<file path="src/rtl/hazard_ctrl_unit.sv">
// Hazard controller for the 5-stage MIPS core: stage enables/flushes, load-use interlock, forwarding, D-cache wait FSM.
// Optional HAZARD_PERF_EN adds saturating stall/bubble/flush counters.
module hazard_ctrl_unit #(
  parameter int RADDR_W = 5,
  parameter int NUM_SRC = 2,
  parameter int WDOG_W  = 8,
  parameter int CNT_W   = 32
) (
  input  logic                       CLK,
  input  logic                       nRST,
  input  logic                       ihit,
  input  logic                       dhit,
  input  logic                       exmem_memop,
  input  logic                       branch_flush,
  input  logic                       jump_flush,
  input  logic                       idex_memrd,
  input  logic [RADDR_W-1:0]         idex_wsel,
  input  logic [NUM_SRC*RADDR_W-1:0] ifid_rsel,
  input  logic [NUM_SRC*RADDR_W-1:0] idex_rsel,
  input  logic                       exmem_regwr,
  input  logic [RADDR_W-1:0]         exmem_wsel,
  input  logic                       memwb_regwr,
  input  logic [RADDR_W-1:0]         memwb_wsel,
  output logic                       pc_wen,
  output logic                       ifid_en,
  output logic                       idex_en,
  output logic                       exmem_en,
  output logic                       memwb_en,
  output logic                       ifid_flush,
  output logic                       idex_flush,
  output logic                       exmem_flush,
  output logic [2*NUM_SRC-1:0]       fwd_sel,
  output logic                       wdog_err
`ifdef HAZARD_PERF_EN
  ,
  output logic [CNT_W-1:0]           stall_cycles,
  output logic [CNT_W-1:0]           lu_bubbles,
  output logic [CNT_W-1:0]           flush_count
`endif
);

  typedef enum logic {RUN = 1'b0, DWAIT = 1'b1} state_t;

  localparam logic [WDOG_W-1:0] WDOG_MAX = '1;

  state_t             state, state_n;
  logic               ihit_q, ihit_q_n;
  logic [WDOG_W-1:0]  wdog;
  logic               ihit_eff, memstall, go, load_use, any_flush;

  always_ff @(posedge CLK) begin
    if (!nRST) begin
      state  <= RUN;
      ihit_q <= 1'b0;
    end else begin
      state  <= state_n;
      ihit_q <= ihit_q_n;
    end
  end

  // ihit_q remembers an instruction fetch that completed while the D-cache was stalling.
  always_comb begin
    state_n  = state;
    ihit_q_n = ihit_q;
    case (state)
      RUN: begin
        if (memstall) begin
          state_n  = DWAIT;
          ihit_q_n = ihit;
        end else begin
          ihit_q_n = 1'b0;
        end
      end
      DWAIT: begin
        if (dhit) begin
          state_n  = RUN;
          ihit_q_n = 1'b0;
        end else begin
          ihit_q_n = ihit_q | ihit;
        end
      end
      default: begin
        state_n  = RUN;
        ihit_q_n = 1'b0;
      end
    endcase
  end

  always_comb begin
    load_use = 1'b0;
    for (int i = 0; i < NUM_SRC; i++) begin
      if (idex_memrd && idex_wsel != '0 && idex_wsel == ifid_rsel[i*RADDR_W +: RADDR_W])
        load_use = 1'b1;
    end
  end

  assign ihit_eff  = ihit | ihit_q;
  assign memstall  = exmem_memop & ~dhit;
  assign go        = ihit_eff & ~memstall;
  assign any_flush = branch_flush | jump_flush;

  // A pending flush discards IF/ID anyway, so the load-use hold is pointless then.
  always_comb begin
    pc_wen      = 1'b0;
    ifid_en     = 1'b0;
    idex_en     = 1'b0;
    exmem_en    = 1'b0;
    memwb_en    = 1'b0;
    ifid_flush  = 1'b0;
    idex_flush  = 1'b0;
    exmem_flush = 1'b0;
    if (nRST) begin
      pc_wen      = go & (~load_use | any_flush);
      ifid_en     = go & (~load_use | any_flush);
      idex_en     = go;
      exmem_en    = dhit | go;
      memwb_en    = dhit | go;
      ifid_flush  = go & any_flush;
      idex_flush  = go & (load_use | any_flush);
      exmem_flush = dhit & ~go;
    end
  end

  always_comb begin
    fwd_sel = '0;
    if (nRST) begin
      for (int i = 0; i < NUM_SRC; i++) begin
        if (exmem_regwr && exmem_wsel != '0 && exmem_wsel == idex_rsel[i*RADDR_W +: RADDR_W])
          fwd_sel[2*i +: 2] = 2'b10;
        else if (memwb_regwr && memwb_wsel != '0 && memwb_wsel == idex_rsel[i*RADDR_W +: RADDR_W])
          fwd_sel[2*i +: 2] = 2'b01;
      end
    end
  end

  // The error fires on the edge where wdog reaches all-ones; the count then holds there.
  always_ff @(posedge CLK) begin
    if (!nRST) begin
      wdog     <= '0;
      wdog_err <= 1'b0;
    end else if (state == DWAIT) begin
      if (wdog != WDOG_MAX) wdog <= wdog + 1'b1;
      if (wdog == WDOG_MAX - 1'b1) wdog_err <= 1'b1;
    end else begin
      wdog <= '0;
    end
  end

`ifdef HAZARD_PERF_EN
  localparam logic [CNT_W-1:0] CNT_MAX = '1;

  always_ff @(posedge CLK) begin
    if (!nRST) begin
      stall_cycles <= '0;
      lu_bubbles   <= '0;
      flush_count  <= '0;
    end else begin
      if (!go && stall_cycles != CNT_MAX) stall_cycles <= stall_cycles + 1'b1;
      if (go && load_use && lu_bubbles != CNT_MAX) lu_bubbles <= lu_bubbles + 1'b1;
      if (ifid_flush && flush_count != CNT_MAX) flush_count <= flush_count + 1'b1;
    end
  end
`endif

endmodule

</file>
<file path="config.mk">
export PLATFORM = sky130hd
export DESIGN_NAME = hazard_ctrl_unit
export DESIGN_NICKNAME = d
export VERILOG_FILES = /design/src/rtl/hazard_ctrl_unit.sv
export SDC_FILE = /design/constraint.sdc
export NUM_CORES = 1
export LEC_CHECK = 0
export ABC_AREA = 1
export BUFFER_PORTS_ARGS = -buffer_cell sky130_fd_sc_hd__buf_4
export CORE_UTILIZATION = 46
export DETAILED_ROUTE_END_ITERATION = 12
export PLACE_DENSITY_LB_ADDON = 0.1
export RECOVER_POWER = 100
export SKIP_LAST_GASP = 1
export SLEW_MARGIN = 10
export SYNTH_ARGS = -nofsm -noshare
export SYNTH_HDL_FRONTEND = slang
export SYNTH_SLANG_ARGS = --single-unit
export TNS_END_PERCENT = 10
</file>
<file path="constraint.sdc">
create_clock -name CLK -period 1.6 [get_ports CLK]
set_input_delay 0.24 -clock CLK [delete_from_list [all_inputs] [get_ports CLK]]
set_output_delay 0.24 -clock CLK [all_outputs]
set_load 0.02 [all_outputs]
</file>
==> results of run 1 <==
[kinds of logic (layout without fill, tap and decap cells)]
group                    count (synthesis)  after routing  synth area share [%]
flip-flops                              11             11                  18.8
adder cells (fa/ha/maj)                  2              2                  2.14
buffers and inverters                   35             95                  11.9
AND/OR/NAND/NOR                        111            111                  41.3
XOR/XNOR                                23             23                  17.2
AO/OA/AOI/OAI                           18             18                  8.66
[cells in the mapped netlist]
cell	n
sky130_fd_sc_hd__dfxtp_1	11
sky130_fd_sc_hd__nor2_1	22
sky130_fd_sc_hd__a21oi_1	7
sky130_fd_sc_hd__ha_1	2
sky130_fd_sc_hd__xnor2_1	21
sky130_fd_sc_hd__a31oi_1	3
sky130_fd_sc_hd__nor2_2	2
sky130_fd_sc_hd__inv_1	31
sky130_fd_sc_hd__nor3_1	7
sky130_fd_sc_hd__nor3b_1	1
sky130_fd_sc_hd__o21ai_0	4
sky130_fd_sc_hd__inv_2	2
sky130_fd_sc_hd__nand2_2	3
sky130_fd_sc_hd__xor2_1	2
sky130_fd_sc_hd__nor2_4	2
sky130_fd_sc_hd__a211oi_1	1
sky130_fd_sc_hd__nor4_1	2
sky130_fd_sc_hd__nand2_1	55
sky130_fd_sc_hd__o21ai_1	1
sky130_fd_sc_hd__o21a_1	2
sky130_fd_sc_hd__buf_4	2
sky130_fd_sc_hd__nand3_1	17
[final timing paths]
| path | startpoint | endpoint | slack, ps | depth (start not counted) |
|---|---|---|---|---|
| worst max-delay path | ihit_q$_SDFF_PN0_ | idex_flush | 50 | 7 |
| worst min-delay path | dhit | state$_SDFF_PN0_ | 130 | 2 |
| worst max register to register | wdog[1]$_SDFFE_PN0P_ | wdog[1]$_SDFFE_PN0P_ | 180 | 8 |
| worst min register to register | wdog_err$_SDFFE_PN0P_ | wdog_err$_SDFFE_PN0P_ | 480 | 1 |
[per-stage QoR]
step	util (%)	setup WS, ps
4_1_cts	71.8	46.7
5_1_grt	71.8	-20.2
3_5_place_dp	70.4	172
6_report	71.8	47.3
2_1_floorplan	-	52.9
3_3_place_gp	70.4	186
[power by group through the flow]
| stage | Sequential, uW | Clock, uW | Combinational [uW] |
|---|---|---|---|
| final | 279 | 187 | 318 |
| after global routing | 280 | 203 | 352 |
| after CTS | 279 | 189 | 312 |
| after detailed placement | 286 | 0 | 309 |
| after global placement | 286 | 0 | 305 |
| after floorplan | 285 | 0 | 159 |
[state kept, by name, indices dropped and copies added (netlist names)]
name      cells
state         1
wdog          8
wdog_err      1
ihit_q        1
[timing repair]
| item | 4_1_cts | 5_1_grt |
|---|---|---|
| buffers inserted | 0 | 1 |
| pin swaps | 0 | 2 |
| resized for setup | 2 | 6 |
| hold buffers | 0 | 0 |
| setup endpoints to repair | 4 | 4 |
| hold endpoints to repair | 0 | 0 |
[layout make-up]
cell class / count / area (um2)
clock buffers: 4 / 26.3
fillers: 231 / 648
inverters: 33 / 124
multi-input cells: 154 / 827
flip-flops and latches: 11 / 220
well taps: 28 / 35.0
repair buffers: 58 / 417
[routing by layer]
| metal | global-route usage (%) | wire length (um) |
|---|---|---|
| met1 | 24.2 | 1200 |
| met2 | 42.4 | 1470 |
| met3 | 4.93 | 165 |
| met4 | 3.95 | 39 |
| met5 | 0 | 0 |
[critical path: cells and delay by family (launching register included)]
family,cells,cell delay (ps)
flip-flops,1,310
AND/OR/NAND/NOR,5,500
buffers and inverters,2,230
==> run summary, run 1 <==
## Status
* result of the run: finished clean

## Floorplan
* height of the die: 52.4 um
* area of the die: 2750 um2
* initial standard-cell utilization of the core: 50.9%
* horizontal extent of the die: 52.4 um
* core area: 2300 um2
* row cnt: 17
* number of top-level design ports: 58

## Timing
* Slew Limit Headroom: 79.6%
* Pins Over Slew Limit: 0
* unrepaired setup endpoints after global routing: yes
* transition at the pin with the smallest max-transition slack: 304 ps
* Fin Clk Skew: 1.71 ps
* accumulated negative setup slack: 0 ps
* Finish-stage setup viols: 0
* Fmax: 644 MHz
* Min Clock Period, post-route: 1550 ps
* final hold slack: 133 ps
* share of the clock period used by the worst path after layout: 97.0%
* Hold Violations, Final: 0

## Layout
* most common cell after layout, fill and taps aside: sky130_fd_sc_hd__nand2_1
* area of all placed cells without fillers: 1650 um2
* fraction of final layout cells with drive strength greater than 1: 25.4%
* growth of design area from synthesis to finish: 41.0%
* n_diodes: 0
* number of nets in the finished design: 308
* final standard cell count with taps included and fillers excluded: 288
* leading cell types in the layout, fill and taps excluded: sky130_fd_sc_hd__nand2_1 (54), sky130_fd_sc_hd__buf_4 (49), sky130_fd_sc_hd__inv_1 (31)

## Logic synthesis
* cell type with the highest aggregate area in the netlist: sky130_fd_sc_hd__dfxtp_1
* synthesized area divided by synthesized cell count: 5.85 um2
* yosys synthesis warning count: 0
* netlist area before placement: 1170 um2
* post-synthesis cell type count: 22
* post-synthesis net count: 247
* Area contributors post-synth: sky130_fd_sc_hd__dfxtp_1 (19%), sky130_fd_sc_hd__nand2_1 (18%), sky130_fd_sc_hd__xnor2_1 (16%)
* Yosys reg bits: 11
* sequential area share after synthesis: 18.8%
* Post-Synthesis Cells: 200
* top-area cell type share of the netlist area: 18.8%

## Placed design
* post-detailed-placement half-perimeter wirelength: 2490 um
* Port-buffer cells: 57
* Placed Instance Area: 1620 um2
* placer congestion estimate: 0.802
* number of placed instances with taps included: 283

## CTS
* largest buffer count on any clock path: 2
* H-tree depth reported by CTS: 1
* Clock Sink Count: 11
* clock root buffer: sky130_fd_sc_hd__clkbuf_4
* TritonCTS clock tree: built
* clock-pin transition on the worst setup and hold timing paths: 70 ps
* TritonCTS buffer count: 3
* clock network latency to the later pin of the worst-skew pair: 270 ps

## Global routing
* vias in the first global route: 1,215
* pin count of the biggest net entering global routing: 10
* global route overflow: 0
* first-pass GRT wire length: 4600 um
* antenna violations before repair: 0
* global-route usage over all layers: 22.0%

## Detailed routing
* drc violations: 0
* DR iter-0 viols: 17
* via count: 1,404
* Detailed Routing Iterations Pass 1: 4
* antenna viol nets, final: 0
* Final Routed Wirelength: 2870 um
* wire length per cell: 9.97 um
* post-DR vias/cell: 4.88

## Power and ir drop
* Switch Pwr: 248 uW
* sequential cell fraction of total power: 35.6%
* Design Power: 784 uW
* internal power contribution: 535 uW
* pwr dens: 475 nW/um2
* share of total power consumed by net switching: 31.7%
* leakage power total: 0.000823 uW
* worst-case vdd ir drop: 0.000548 V
* clock network fraction of total power: 23.8%
* proportion of power drawn by combinational gates: 40.6%

## Setup path
* CP peak stage delay: 310 ps
* startpoint type of the worst setup path: flop
* Data arrival, critical path: 1310 ps
* largest driver fanout on the critical path: 4
* slowest CP cell: sky130_fd_sc_hd__dfxtp_1
* CP required: 1360 ps
* CP endpoint kind: primary output
* start-to-end type of the worst setup path: reg2out
* ordered list of cells on the worst path: nor2_1 > inv_1 > nand2_2 > nor2_4 > nand3_1 > nand2_1 > buf_4

## Run
* max cap viols: 0

## Hold path
* Min-Delay Path Class: in2reg

Power figures use the tool's default switching activity.
==> run 2, diff against run 1 <==
--- a/config.mk
+++ b/config.mk
@@ -7,6 +7,7 @@
 export LEC_CHECK = 0
 export ABC_AREA = 1
 export BUFFER_PORTS_ARGS = -buffer_cell sky130_fd_sc_hd__buf_4
+export CORE_MARGIN = 2
 export CORE_UTILIZATION = 46
 export DETAILED_ROUTE_END_ITERATION = 12
 export PLACE_DENSITY_LB_ADDON = 0.1
==> run summary, run 2 (synthesized netlist as in run 1, its figures left out) <==
## CTS
* clock root buffer: sky130_fd_sc_hd__clkbuf_4, unchanged
* TritonCTS clock tree: built, unchanged
* H-tree depth reported by CTS: 1, unchanged
* TritonCTS buffer count: 3, unchanged
* largest buffer count on any clock path: 2, unchanged
* Clock Sink Count: 11, unchanged
* clock-pin transition on the worst setup and hold timing paths: 60 ps, was 70 ps
* hold-fix buffer count after cts: 0, unchanged
* clock network latency to the later pin of the worst-skew pair: 280 ps, was 270 ps

## Floorplan
* initial standard-cell utilization of the core: 48.1%, was 50.9%
* height of the die: 54.4 um, was 52.4 um
* core area: 2430 um2, was 2300 um2
* row cnt: 18, was 17
* horizontal extent of the die: 54.4 um, was 52.4 um
* number of top-level design ports: 58, unchanged
* area of the die: 2960 um2, was 2750 um2

## Layout
* fin util: 67.8%, was 71.8%
* fraction of final layout cells with drive strength greater than 1: 25.4%, unchanged
* number of nets in the finished design: 308, unchanged
* final standard cell count with taps included and fillers excluded: 290, was 288
* growth of design area from synthesis to finish: 41.0%, unchanged
* most common cell after layout, fill and taps aside: sky130_fd_sc_hd__nand2_1, unchanged
* largest register by flop count: wdog, unchanged
* n_diodes: 0, unchanged
* flip-flop count of the largest register, all copies and words added: 8, unchanged
* leading cell types in the layout, fill and taps excluded: sky130_fd_sc_hd__nand2_1 (54), sky130_fd_sc_hd__buf_4 (51), sky130_fd_sc_hd__inv_1 (31), was sky130_fd_sc_hd__nand2_1 (54), sky130_fd_sc_hd__buf_4 (49), sky130_fd_sc_hd__inv_1 (31)

## Detailed routing
* Detailed Routing Iterations Pass 1: 4, unchanged
* Final Routed Wirelength: 2810 um, was 2870 um
* via count: 1,347, was 1,404
* drc violations: 0, unchanged
* antenna viol nets, final: 0, unchanged
* DR iter-0 viols: 22, was 17
* wire length per cell: 9.70 um, was 9.97 um
* post-DR vias/cell: 4.64, was 4.88

## Setup path
* Data arrival, critical path: 1270 ps, was 1310 ps
* ordered list of cells on the worst path: nor2_1 > inv_1 > nand2_2 > nor2_4 > o21ai_2 > nand2_2 > buf_4, was nor2_1 > inv_1 > nand2_2 > nor2_4 > nand3_1 > nand2_1 > buf_4
* worst flop-to-flop path endpoint: wdog[1]$_SDFFE_PN0P_, unchanged
* CP peak stage delay: 310 ps, about the same
* depth of the most critical reg-to-reg path: 8, unchanged
* beginning of the worst register-to-register path: wdog[1]$_SDFFE_PN0P_, unchanged
* largest driver fanout on the critical path: 4, unchanged
* cell repeated most along the worst path: sky130_fd_sc_hd__nand2_2
* start point of the critical path: ihit_q$_SDFF_PN0_, unchanged
* CP required: 1360 ps, about the same
* startpoint type of the worst setup path: flop, unchanged
* CP endpoint kind: primary output, unchanged
* slowest CP cell: sky130_fd_sc_hd__dfxtp_1, unchanged
* start-to-end type of the worst setup path: reg2out, unchanged
* worst setup slack for register-to-register paths: 180 ps, about the same

## Placed design
* post-detailed-placement half-perimeter wirelength: 2470 um, was 2490 um
* placer congestion estimate: 0.801, was 0.802
* number of placed instances with taps included: 285, was 283
* Port-buffer cells: 57, unchanged

## Power and ir drop
* share of total power consumed by net switching: 32.5%, was 31.7%
* leakage power total: 0.000826 uW, was 0.000823 uW
* pwr dens: 481 nW/um2, was 475 nW/um2
* worst-case vdd ir drop: 0.000487 V, was 0.000548 V
* proportion of power drawn by combinational gates: 40.0%, was 40.6%
* Switch Pwr: 258 uW, was 248 uW
* Design Power: 794 uW, was 784 uW
* clock network fraction of total power: 24.8%, was 23.8%
* sequential cell fraction of total power: 35.2%, was 35.6%
* internal power contribution: 536 uW, was 535 uW

## Hold path
* Min-Delay Path Class: in2reg, unchanged
* hold path startpoint: dhit, unchanged
* count of cells along the worst hold path: 2, unchanged
* Min-Delay Endpoint: state$_SDFF_PN0_, unchanged

## Global routing
* first-pass GRT wire length: 4690 um, was 4600 um
* vias in the first global route: 1,252, was 1,215
* global-route usage over all layers: 21.3%, was 22.0%
* antenna violations before repair: 0, unchanged
* pin count of the biggest net entering global routing: 10, unchanged
* global route overflow: 0, unchanged

## Timing
* share of the clock period used by the worst path after layout: 94.1%, was 97.0%
* transition at the pin with the smallest max-transition slack: 274 ps, was 304 ps
* Pins Over Slew Limit: 0, unchanged
* unrepaired setup endpoints after global routing: yes, unchanged
* Hold Violations, Final: 0, unchanged
* accumulated negative setup slack: 0 ps, unchanged
* Finish-stage setup viols: 0, unchanged
* Min Clock Period, post-route: 1510 ps, was 1550 ps
* Fmax: 664 MHz, was 644 MHz
* Fin Clk Skew: 6.76 ps, was 1.71 ps
* Slew Limit Headroom: 81.8%, was 79.6%

## Run
* max cap viols: 0, unchanged

## Status
* result of the run: finished clean, unchanged

-- run 2: cell count changes in the layout (fill, tap and decap cells not counted) --
cell	before	now
sky130_fd_sc_hd__buf_4	49	51
sky130_fd_sc_hd__buf_6	2	1
sky130_fd_sc_hd__clkbuf_1	8	7
sky130_fd_sc_hd__nor2_1	22	23
sky130_fd_sc_hd__nor2_2	1	0
-- run 2: layout make-up --
class | count | area, um2
multi-input cells | 154 | 825
fillers | 250 | 783
repair buffers | 58 | 417
flip-flops and latches | 11 | 220
inverters | 33 | 124
well taps | 30 | 37.5
clock buffers | 4 | 26.3
-- run 2: what timing repair did --
action,CTS,global route
endpoints found under the setup margin,3,4
resized for setup,1,6
buffers inserted,0,1
pin swaps,0,1
-- run 2: per-stage QoR --
| stage | setup WS (ps) | instance area (um2) | hold slack (ps) |
|---|---|---|---|
| global placement | 234 | 1620 | 417 |
| floorplan | 52.9 | 1170 | 317 |
| CTS | 19.6 | 1650 | 121 |
| detailed placement | 196 | 1620 | 418 |
| finish | 94.3 | 1650 | 128 |
| global route | -15.9 | 1650 | 127 |
-- run 2: worst max path at each step --
stage                     endpoint  slack [ps]  depth (start not counted)
after CTS                   pc_wen          20                          7
after global routing        pc_wen         -20                          7
after floorplan             pc_wen          50                          7
final                       pc_wen          90                          7
after global placement     ifid_en         230                          8
after detailed placement    pc_wen         200                          8
-- run 2: power groups by stage --
stage               logic (uW)  clock network (uW)  registers, uW
floorplan                  159                   0            285
global placement           307                   0            286
detailed placement         310                   0            286
CTS                        312                 202            279
global route               355                 208            280
finish                     318                 197            279
-- run 2: critical path, delay by kind of cell (launching register included) --
family,cells,cell delay (ps)
buffers and inverters,2,230
and+or+nand+nor,4,370
DFF,1,310
AOI/OAI and AO/OA,1,90
-- run 2: layer usage --
metal,wire [um],track usage [%],vias to the layer above
li1,-,-,743
met1,1190,22.6,562
met2,1420,40.8,37
met3,171,5.46,5
met4,40,5.83,0
met5,0,0,-
